<file path="config.mk">
export PLATFORM = sky130hd
export DESIGN_NAME = wb_bus_1xn
export DESIGN_NICKNAME = d
export VERILOG_FILES = /design/src/rtl/wb_pkg.sv /design/src/rtl/wb_addr_decode.sv /design/src/rtl/wb_bus_1xn.sv
export SDC_FILE = /design/constraint.sdc
export NUM_CORES = 1
export LEC_CHECK = 0
export ABC_AREA = 1
export CORE_AREA = 2 2 170 172
export CTS_BUF_LIST = sky130_fd_sc_hd__clkbuf_4 sky130_fd_sc_hd__clkbuf_8
export CTS_CLUSTER_DIAMETER = 50
export DETAILED_ROUTE_END_ITERATION = 10
export DIE_AREA = 0 0 172 174
export PLACE_DENSITY = 0.45
export SYNTH_ARGS = -nofsm -noshare
export SYNTH_HDL_FRONTEND = slang
export SYNTH_SLANG_ARGS = --single-unit
export TNS_END_PERCENT = 100
</file>
<file path="constraint.sdc">
create_clock -name wb_clk_i -period 3.2 [get_ports wb_clk_i]
set_input_delay 0.32 -clock wb_clk_i [delete_from_list [all_inputs] [get_ports wb_clk_i]]
set_output_delay 0.32 -clock wb_clk_i [all_outputs]
set_load 0.02 [all_outputs]
</file>
<file path="src/rtl/wb_pkg.sv">
// Shared constants and enums for the single-master Wishbone interconnect.
// Latency: n/a (types only).
// Backpressure: n/a (types only).
package wb_pkg;

  localparam int WB_AW = 32;
  localparam int WB_DW = 32;

  typedef enum logic [1:0] {
    ERR_NONE     = 2'd0,
    ERR_UNMAPPED = 2'd1,
    ERR_SLAVE    = 2'd2,
    ERR_TIMEOUT  = 2'd3
  } wb_err_cause_e;

  typedef enum logic [1:0] {
    ST_IDLE = 2'd0,
    ST_BUSY = 2'd1,
    ST_ERR  = 2'd2
  } bus_state_e;

endpackage

</file>
<file path="src/rtl/wb_addr_decode.sv">
// Priority address decoder: lowest-index base/mask match wins, miss when none match.
// Latency: purely combinational, zero cycles.
// Backpressure: none; evaluated every cycle from the master address.
module wb_addr_decode #(
  parameter int                NS         = 6,
  parameter int                AW         = 32,
  parameter logic [NS*AW-1:0]  SLAVE_ADDR = '0,
  parameter logic [NS*AW-1:0]  SLAVE_MASK = '0,
  localparam int               IW         = (NS > 1) ? $clog2(NS) : 1
) (
  input  logic [AW-1:0] i_adr,
  output logic [NS-1:0] o_hit,
  output logic [IW-1:0] o_idx,
  output logic          o_miss
);

  logic [NS-1:0] w_match;

  // Raw per-slave match: address bits under the mask equal the masked base
  always_comb begin
    w_match = '0;
    for (int i = 0; i < NS; i++) begin
      w_match[i] = ((i_adr & SLAVE_MASK[i*AW +: AW]) ==
                    (SLAVE_ADDR[i*AW +: AW] & SLAVE_MASK[i*AW +: AW]));
    end
  end

  // Walk from the top index down so the lowest matching slave is the last writer
  always_comb begin
    o_hit  = '0;
    o_idx  = '0;
    o_miss = 1'b1;
    for (int i = NS - 1; i >= 0; i--) begin
      if (w_match[i]) begin
        o_hit    = '0;
        o_hit[i] = 1'b1;
        o_idx    = IW'(i);
        o_miss   = 1'b0;
      end
    end
  end

endmodule

</file>
<file path="src/rtl/wb_bus_1xn.sv">
// Single-master to NS-slave pipelined Wishbone interconnect with error/timeout handling.
// Latency: zero added on request and response paths; unmapped error one cycle after strobe.
// Backpressure: stall on slave stall, outstanding limit, slave switch with pending acks, ERR state.
module wb_bus_1xn
  import wb_pkg::*;
#(
  parameter int               NS             = 6,
  parameter int               AW             = WB_AW,
  parameter int               DW             = WB_DW,
  parameter logic [NS*AW-1:0] SLAVE_ADDR     = {NS{{AW{1'b0}}}},
  parameter logic [NS*AW-1:0] SLAVE_MASK     = {NS{{AW{1'b0}}}},
  parameter int               MAX_OUT        = 4,
  parameter int               TIMEOUT_CYCLES = 1023
) (
  input  logic               wb_clk_i,
  input  logic               wb_rst_i,
  input  logic               wbm_cyc_i,
  input  logic               wbm_stb_i,
  input  logic               wbm_we_i,
  input  logic [AW-1:0]      wbm_adr_i,
  input  logic [DW-1:0]      wbm_dat_i,
  input  logic [DW/8-1:0]    wbm_sel_i,
  output logic               wbm_ack_o,
  output logic               wbm_err_o,
  output logic               wbm_stall_o,
  output logic [DW-1:0]      wbm_dat_o,
  output logic [NS-1:0]      wbs_cyc_o,
  output logic [NS-1:0]      wbs_stb_o,
  output logic               wbs_we_o,
  output logic [AW-1:0]      wbs_adr_o,
  output logic [DW-1:0]      wbs_dat_o,
  output logic [DW/8-1:0]    wbs_sel_o,
  input  logic [NS-1:0]      wbs_ack_i,
  input  logic [NS-1:0]      wbs_err_i,
  input  logic [NS-1:0]      wbs_stall_i,
  input  logic [NS*DW-1:0]   wbs_dat_i,
  output logic [AW-1:0]      err_adr_o,
  output logic [1:0]         err_cause_o
);

  localparam int IW = (NS > 1) ? $clog2(NS) : 1;
  localparam int CW = 4;
  localparam int WW = (TIMEOUT_CYCLES > 0) ? $clog2(TIMEOUT_CYCLES + 1) : 1;
  localparam logic [CW-1:0] MAX_CNT  = CW'(MAX_OUT);
  localparam logic [WW-1:0] WDT_LAST = WW'((TIMEOUT_CYCLES > 0) ? TIMEOUT_CYCLES - 1 : 0);
  localparam logic          WDT_ON   = (TIMEOUT_CYCLES > 0);

  bus_state_e    r_state;
  logic [IW-1:0] r_grant;
  logic [CW-1:0] r_count;
  logic [WW-1:0] r_wdt;
  logic [AW-1:0] r_last_adr;
  logic [AW-1:0] r_err_adr;
  wb_err_cause_e r_err_cause;

  logic [NS-1:0] w_dec_hit;
  logic [IW-1:0] w_dec_idx;
  logic          w_dec_miss;
  logic [NS-1:0] w_grant_oh;
  logic          w_cyc_open;
  logic          w_req;
  logic          w_busy;
  logic          w_blocked;
  logic          w_slv_stall;
  logic          w_issue;
  logic          w_accept;
  logic          w_unmapped;
  logic          w_resp_ack;
  logic          w_resp_err;
  logic          w_resp;
  logic          w_wdt_fire;

  wb_addr_decode #(
    .NS         (NS),
    .AW         (AW),
    .SLAVE_ADDR (SLAVE_ADDR),
    .SLAVE_MASK (SLAVE_MASK)
  ) u_decode (
    .i_adr  (wbm_adr_i),
    .o_hit  (w_dec_hit),
    .o_idx  (w_dec_idx),
    .o_miss (w_dec_miss)
  );

  // Reset behaves like a master abort for everything combinational
  assign w_cyc_open = wbm_cyc_i & ~wb_rst_i;
  assign w_req      = w_cyc_open & wbm_stb_i;
  assign w_busy     = (r_state == ST_BUSY);
  assign w_grant_oh = NS'(1) << r_grant;

  // Only the granted slave may answer; anything else is a stale or stray response
  assign w_resp_ack = w_busy & w_cyc_open & wbs_ack_i[r_grant];
  assign w_resp_err = w_busy & w_cyc_open & wbs_err_i[r_grant];
  assign w_resp     = w_resp_ack | w_resp_err;

  assign w_wdt_fire = WDT_ON & w_busy & w_cyc_open & (r_count != '0) & ~w_resp &
                      (r_wdt == WDT_LAST);

  // Ordering guard: a new target must wait until every response from the old one is back
  assign w_blocked = (r_count == MAX_CNT) |
                     ((r_count != '0) & (w_dec_miss | (w_dec_idx != r_grant))) |
                     (r_state == ST_ERR) | w_wdt_fire;

  assign w_slv_stall = ~w_dec_miss & wbs_stall_i[w_dec_idx];
  assign w_issue     = w_req & ~w_dec_miss & ~w_blocked;
  assign w_accept    = w_issue & ~w_slv_stall;
  assign w_unmapped  = w_req & w_dec_miss & ~w_blocked & (r_state == ST_IDLE);

  assign wbm_stall_o = w_req & (w_slv_stall | w_blocked);
  assign wbs_stb_o   = w_issue ? w_dec_hit : '0;
  assign wbs_cyc_o   = ((w_busy & w_cyc_open & ~w_wdt_fire) ? w_grant_oh : '0) | wbs_stb_o;
  assign wbs_we_o    = wbm_we_i;
  assign wbs_adr_o   = wbm_adr_i;
  assign wbs_dat_o   = wbm_dat_i;
  assign wbs_sel_o   = wbm_sel_i;

  assign wbm_ack_o   = w_resp_ack;
  assign wbm_err_o   = w_resp_err | w_wdt_fire | (r_state == ST_ERR);
  assign wbm_dat_o   = wbs_dat_i[r_grant*DW +: DW];
  assign err_adr_o   = r_err_adr;
  assign err_cause_o = r_err_cause;

  // Bus FSM: grant ownership and outstanding-strobe bookkeeping
  always_ff @(posedge wb_clk_i) begin
    if (wb_rst_i) begin
      r_state <= ST_IDLE;
      r_grant <= '0;
      r_count <= '0;
    end else if (!w_cyc_open) begin
      r_state <= ST_IDLE;
      r_count <= '0;
    end else begin
      case (r_state)
        ST_IDLE: begin
          if (w_accept) begin
            r_state <= ST_BUSY;
            r_grant <= w_dec_idx;
            r_count <= CW'(1);
          end else if (w_unmapped) begin
            r_state <= ST_ERR;
          end
        end
        ST_BUSY: begin
          if (w_wdt_fire) begin
            r_state <= ST_IDLE;
            r_count <= '0;
          end else if (w_accept && !w_resp) begin
            r_count <= r_count + CW'(1);
          end else if (!w_accept && w_resp) begin
            r_count <= r_count - CW'(1);
            if (r_count == CW'(1)) begin
              r_state <= ST_IDLE;
            end
          end
        end
        ST_ERR:  r_state <= ST_IDLE;
        default: r_state <= ST_IDLE;
      endcase
    end
  end

  // Error status capture; last accepted address is kept for timeout/slave-error reports
  always_ff @(posedge wb_clk_i) begin
    if (wb_rst_i) begin
      r_last_adr  <= '0;
      r_err_adr   <= '0;
      r_err_cause <= ERR_NONE;
    end else begin
      if (w_accept) begin
        r_last_adr <= wbm_adr_i;
      end
      if (w_unmapped) begin
        r_err_adr   <= wbm_adr_i;
        r_err_cause <= ERR_UNMAPPED;
      end else if (w_wdt_fire) begin
        r_err_adr   <= r_last_adr;
        r_err_cause <= ERR_TIMEOUT;
      end else if (w_resp_err) begin
        r_err_adr   <= r_last_adr;
        r_err_cause <= ERR_SLAVE;
      end
    end
  end

  // Watchdog: counts silent BUSY cycles, restarts on any accept or response
  always_ff @(posedge wb_clk_i) begin
    if (wb_rst_i) begin
      r_wdt <= '0;
    end else if (!w_busy || !w_cyc_open || w_accept || w_resp || w_wdt_fire) begin
      r_wdt <= '0;
    end else begin
      r_wdt <= r_wdt + WW'(1);
    end
  end

endmodule

</file>
==> results.sh <==
export IMPL_power_frac_clock_pct=39.9
export IMPL_grt_pass1_vias=2842
export IMPL_final_hold_viol_count=0
export IMPL_synth_seq_cells=81
export IMPL_grt_ovfl_total=0
export IMPL_vias_per_cell=3.34
export IMPL_net_switching_power_uw=540
export IMPL_vias=3036
export IMPL_crit_path_max_fanout=8
export IMPL_ant_nets=0
export IMPL_row_count=62
export IMPL_drc=0
export IMPL_start_util_pct=14.5
export IMPL_synth_warnings=0
export IMPL_grt_max_degree=66
export IMPL_synth_area_um2=4110
export IMPL_die_area_um2=29900
export IMPL_internal_power_uw=1520
export IMPL_dp_hpwl_um=7470
export IMPL_maxCapViolCount=0
export IMPL_stdcell_area_um2=5020
export IMPL_dr_pass1_iters=4
export IMPL_syn_avg_cell_area_um2=7.91
export IMPL_die_y_um=174
export IMPL_drt_iter0_drc=77
export IMPL_io_pins=433
export IMPL_worstPathArrival_ps=2510
export IMPL_cts_num_sinks=81
export IMPL_drt_total_wl_um=10700
export IMPL_die_w_um=172
export IMPL_gp_congestion=0.763
export IMPL_grt_setup_unrepaired="no"
export IMPL_rr_worst_depth=15
export IMPL_r2r_end="r_count[2]"
export IMPL_finalCriticalPeriod_ps=2830
export IMPL_r2r_start="r_count[0]"
export IMPL_maxSlewHeadroom_pct=58.9
export IMPL_core_um2=28200
export IMPL_r2r_slack_ps=690
export IMPL_cp_required_ps=2880
export IMPL_clock_path_buffers=2
export IMPL_cts_resized=0
export IMPL_seq_area_frac_synth_pct=39.5
export IMPL_post_place_ws_ps=426
export IMPL_slew_viol_final=0
export IMPL_cp_end_kind="output port"
export IMPL_fmax_mhz=353
export IMPL_grt_usage_pct=7.24
export IMPL_port_buffers=109
export IMPL_ys_types=27
export IMPL_crit_chain="inv_1 > ha_1 > inv_1 > nor2_1 > nor2_2 > nand3_4 > nand2_1 > o21ai_0 > clkdlybuf4s50_1"
export IMPL_p_per_area_nw_per_um2=410
export IMPL_setup_viol=0
export IMPL_cts_root_buf="clkbuf_8"
export IMPL_outcome="complete, no violations"
export IMPL_mostFrequentLayoutCells="109 x clkdlybuf4s50_1, 81 x dfxtp_1, 71 x a21oi_1"
export IMPL_switching_share_pct=26.2
export IMPL_cts_buffers=9
export IMPL_seq_power_share_pct=49.9
export IMPL_clock_skew_ps=17.2
export IMPL_fin_util_pct=17.8
export IMPL_tightest_slew_ps=617
export IMPL_ir_drop_mv=0.140
export IMPL_crit_type="flip-flop to output port"
export IMPL_total_leakage_power_uw=0.00181
export IMPL_holdPathStages=2
export IMPL_cts_hold_buf=0
export IMPL_grt_pass1_wl_um=16100
export IMPL_worstHoldEndpoint="err_adr_o[3]"
export IMPL_hold_start="r_last_adr[3]"
export IMPL_cts_tree="built"
export IMPL_layout_commonest_cell="clkdlybuf4s50_1"
export IMPL_postCtsSetupBuffers=0
export IMPL_critPathSlowestCell="clkdlybuf4s50_1"
export IMPL_nets=809
export IMPL_comb_power_share_pct=10.2
export IMPL_place_area_um2=4810
export IMPL_routedWlPerCell_um=11.8
export IMPL_slowest_delay_ps=700
export IMPL_hp_class="flip-flop to flip-flop"
export IMPL_drive_above_1_share_pct=6.68
export IMPL_fin_tns_setup_ps=0
export IMPL_diodes=0
export IMPL_crit_top_cell="inv_1"
export IMPL_antenna_found_initial=1
export IMPL_syn_inst=519
export IMPL_cts_max_level=3
export IMPL_startpoint_type="flip-flop"
export IMPL_clkLatencyLatePin_ps=370
export IMPL_cts_clk_slew_worst_paths_ps=100
export IMPL_area_growth_syn_to_layout_pct=22.2
export IMPL_worst_slack_ps=366
export IMPL_min_period_over_period_pct=88.6
## state kept, by name (all words and copies together) (netlist names)
| signal | cells |
|---|---|
| r_state | 1 |
| r_last_adr | 32 |
| err_cause_o | 2 |
| r_wdt | 10 |
| r_count | 4 |
| err_adr_o | 32 |
## worst max path at each step
stage	start	to	slack [ps]	depth (start not counted)
global route	r_count[0]	wbs_cyc_o[0]	190	9
CTS	r_count[0]	wbs_cyc_o[0]	290	9
floorplan	r_count[0]	r_count[2]	960	16
finish	r_count[0]	wbs_cyc_o[0]	370	9
detailed placement	wbm_cyc_i	wbs_cyc_o[0]	430	8
global placement	wbm_cyc_i	wbs_cyc_o[0]	430	8
## power by group through the flow
stage | clock, uW | sequential (uW) | combinational (uW)
floorplan | 0 | 1050 | 259
global placement | 0 | 1050 | 215
detailed placement | 0 | 1050 | 215
CTS | 899 | 1030 | 216
global route | 920 | 1030 | 231
finish | 821 | 1030 | 210
## worst max-delay path, delay by kind of cell, from the launching register on
family / cells / cell delay, ps
compound gates: 1 / 230
fa+ha+maj: 1 / 180
simple gates: 4 / 440
buf+inv: 3 / 910
flops: 1 / 380
## per-stage QoR
step | hold slack [ps] | instances | total power (uW)
after floorplan | 389 | 528 | 1310
after global placement | 436 | 892 | 1270
after detailed placement | 444 | 892 | 1270
after CTS | 442 | 908 | 2140
after global routing | 481 | 908 | 2180
final | 450 | 908 | 2060
## synth_stat cells
cell,n,area [um^2]
nand3_1,12,60.1
buf_6,3,33.8
dfxtp_1,81,1620
nor3_1,1,5.00
nand3_2,1,10.0
ha_1,7,87.6
nor2_1,25,93.8
xor2_1,5,43.8
a21oi_2,1,8.76
or2_2,1,6.26
nand2_1,38,143
a21oi_1,71,355
inv_1,59,221
nand2_2,2,12.5
conb_1,1,3.75
nor3_2,2,20.0
nand4_4,2,42.5
inv_2,1,3.75
clkbuf_1,7,26.3
nand4_1,2,12.5
nor2_2,2,12.5
buf_2,11,55.1
xnor2_1,2,17.5
o211ai_2,1,12.5
buf_4,112,841
nand3_4,1,17.5
o21ai_0,68,340
## cell type report
class,count,area [um^2]
Tap cell,384,480
Sequential cell,81,1620
Fill cell,3220,23200
Multi-Input combinational cell,254,1340
Clock buffer,11,145
Inverter,60,225
Timing Repair Buffer,113,1150
Clock inverter,5,62.6
## layer usage
metal	wire length, um	share of wire [%]	up-vias	GRT usage, %
met5	10	0.093	-	0
met4	277	2.6	2	3.36
met3	1280	12	31	4.42
met2	4490	42	116	10.5
met1	4670	44	1349	8.43
li1	-	-	1538	-
## cell families (layout without fill, tap and decap cells)
group	count (synthesis)	in the layout	synth area share (%)
compound gates	141	141	17.5
xor+xnor	7	7	1.49
fa+ha+maj	7	7	2.13
buf+inv	193	189	28.8
flops	81	81	39.5
other cells	1	10	0.0913
simple gates	89	89	10.6
Power figures use the tool's default switching activity.
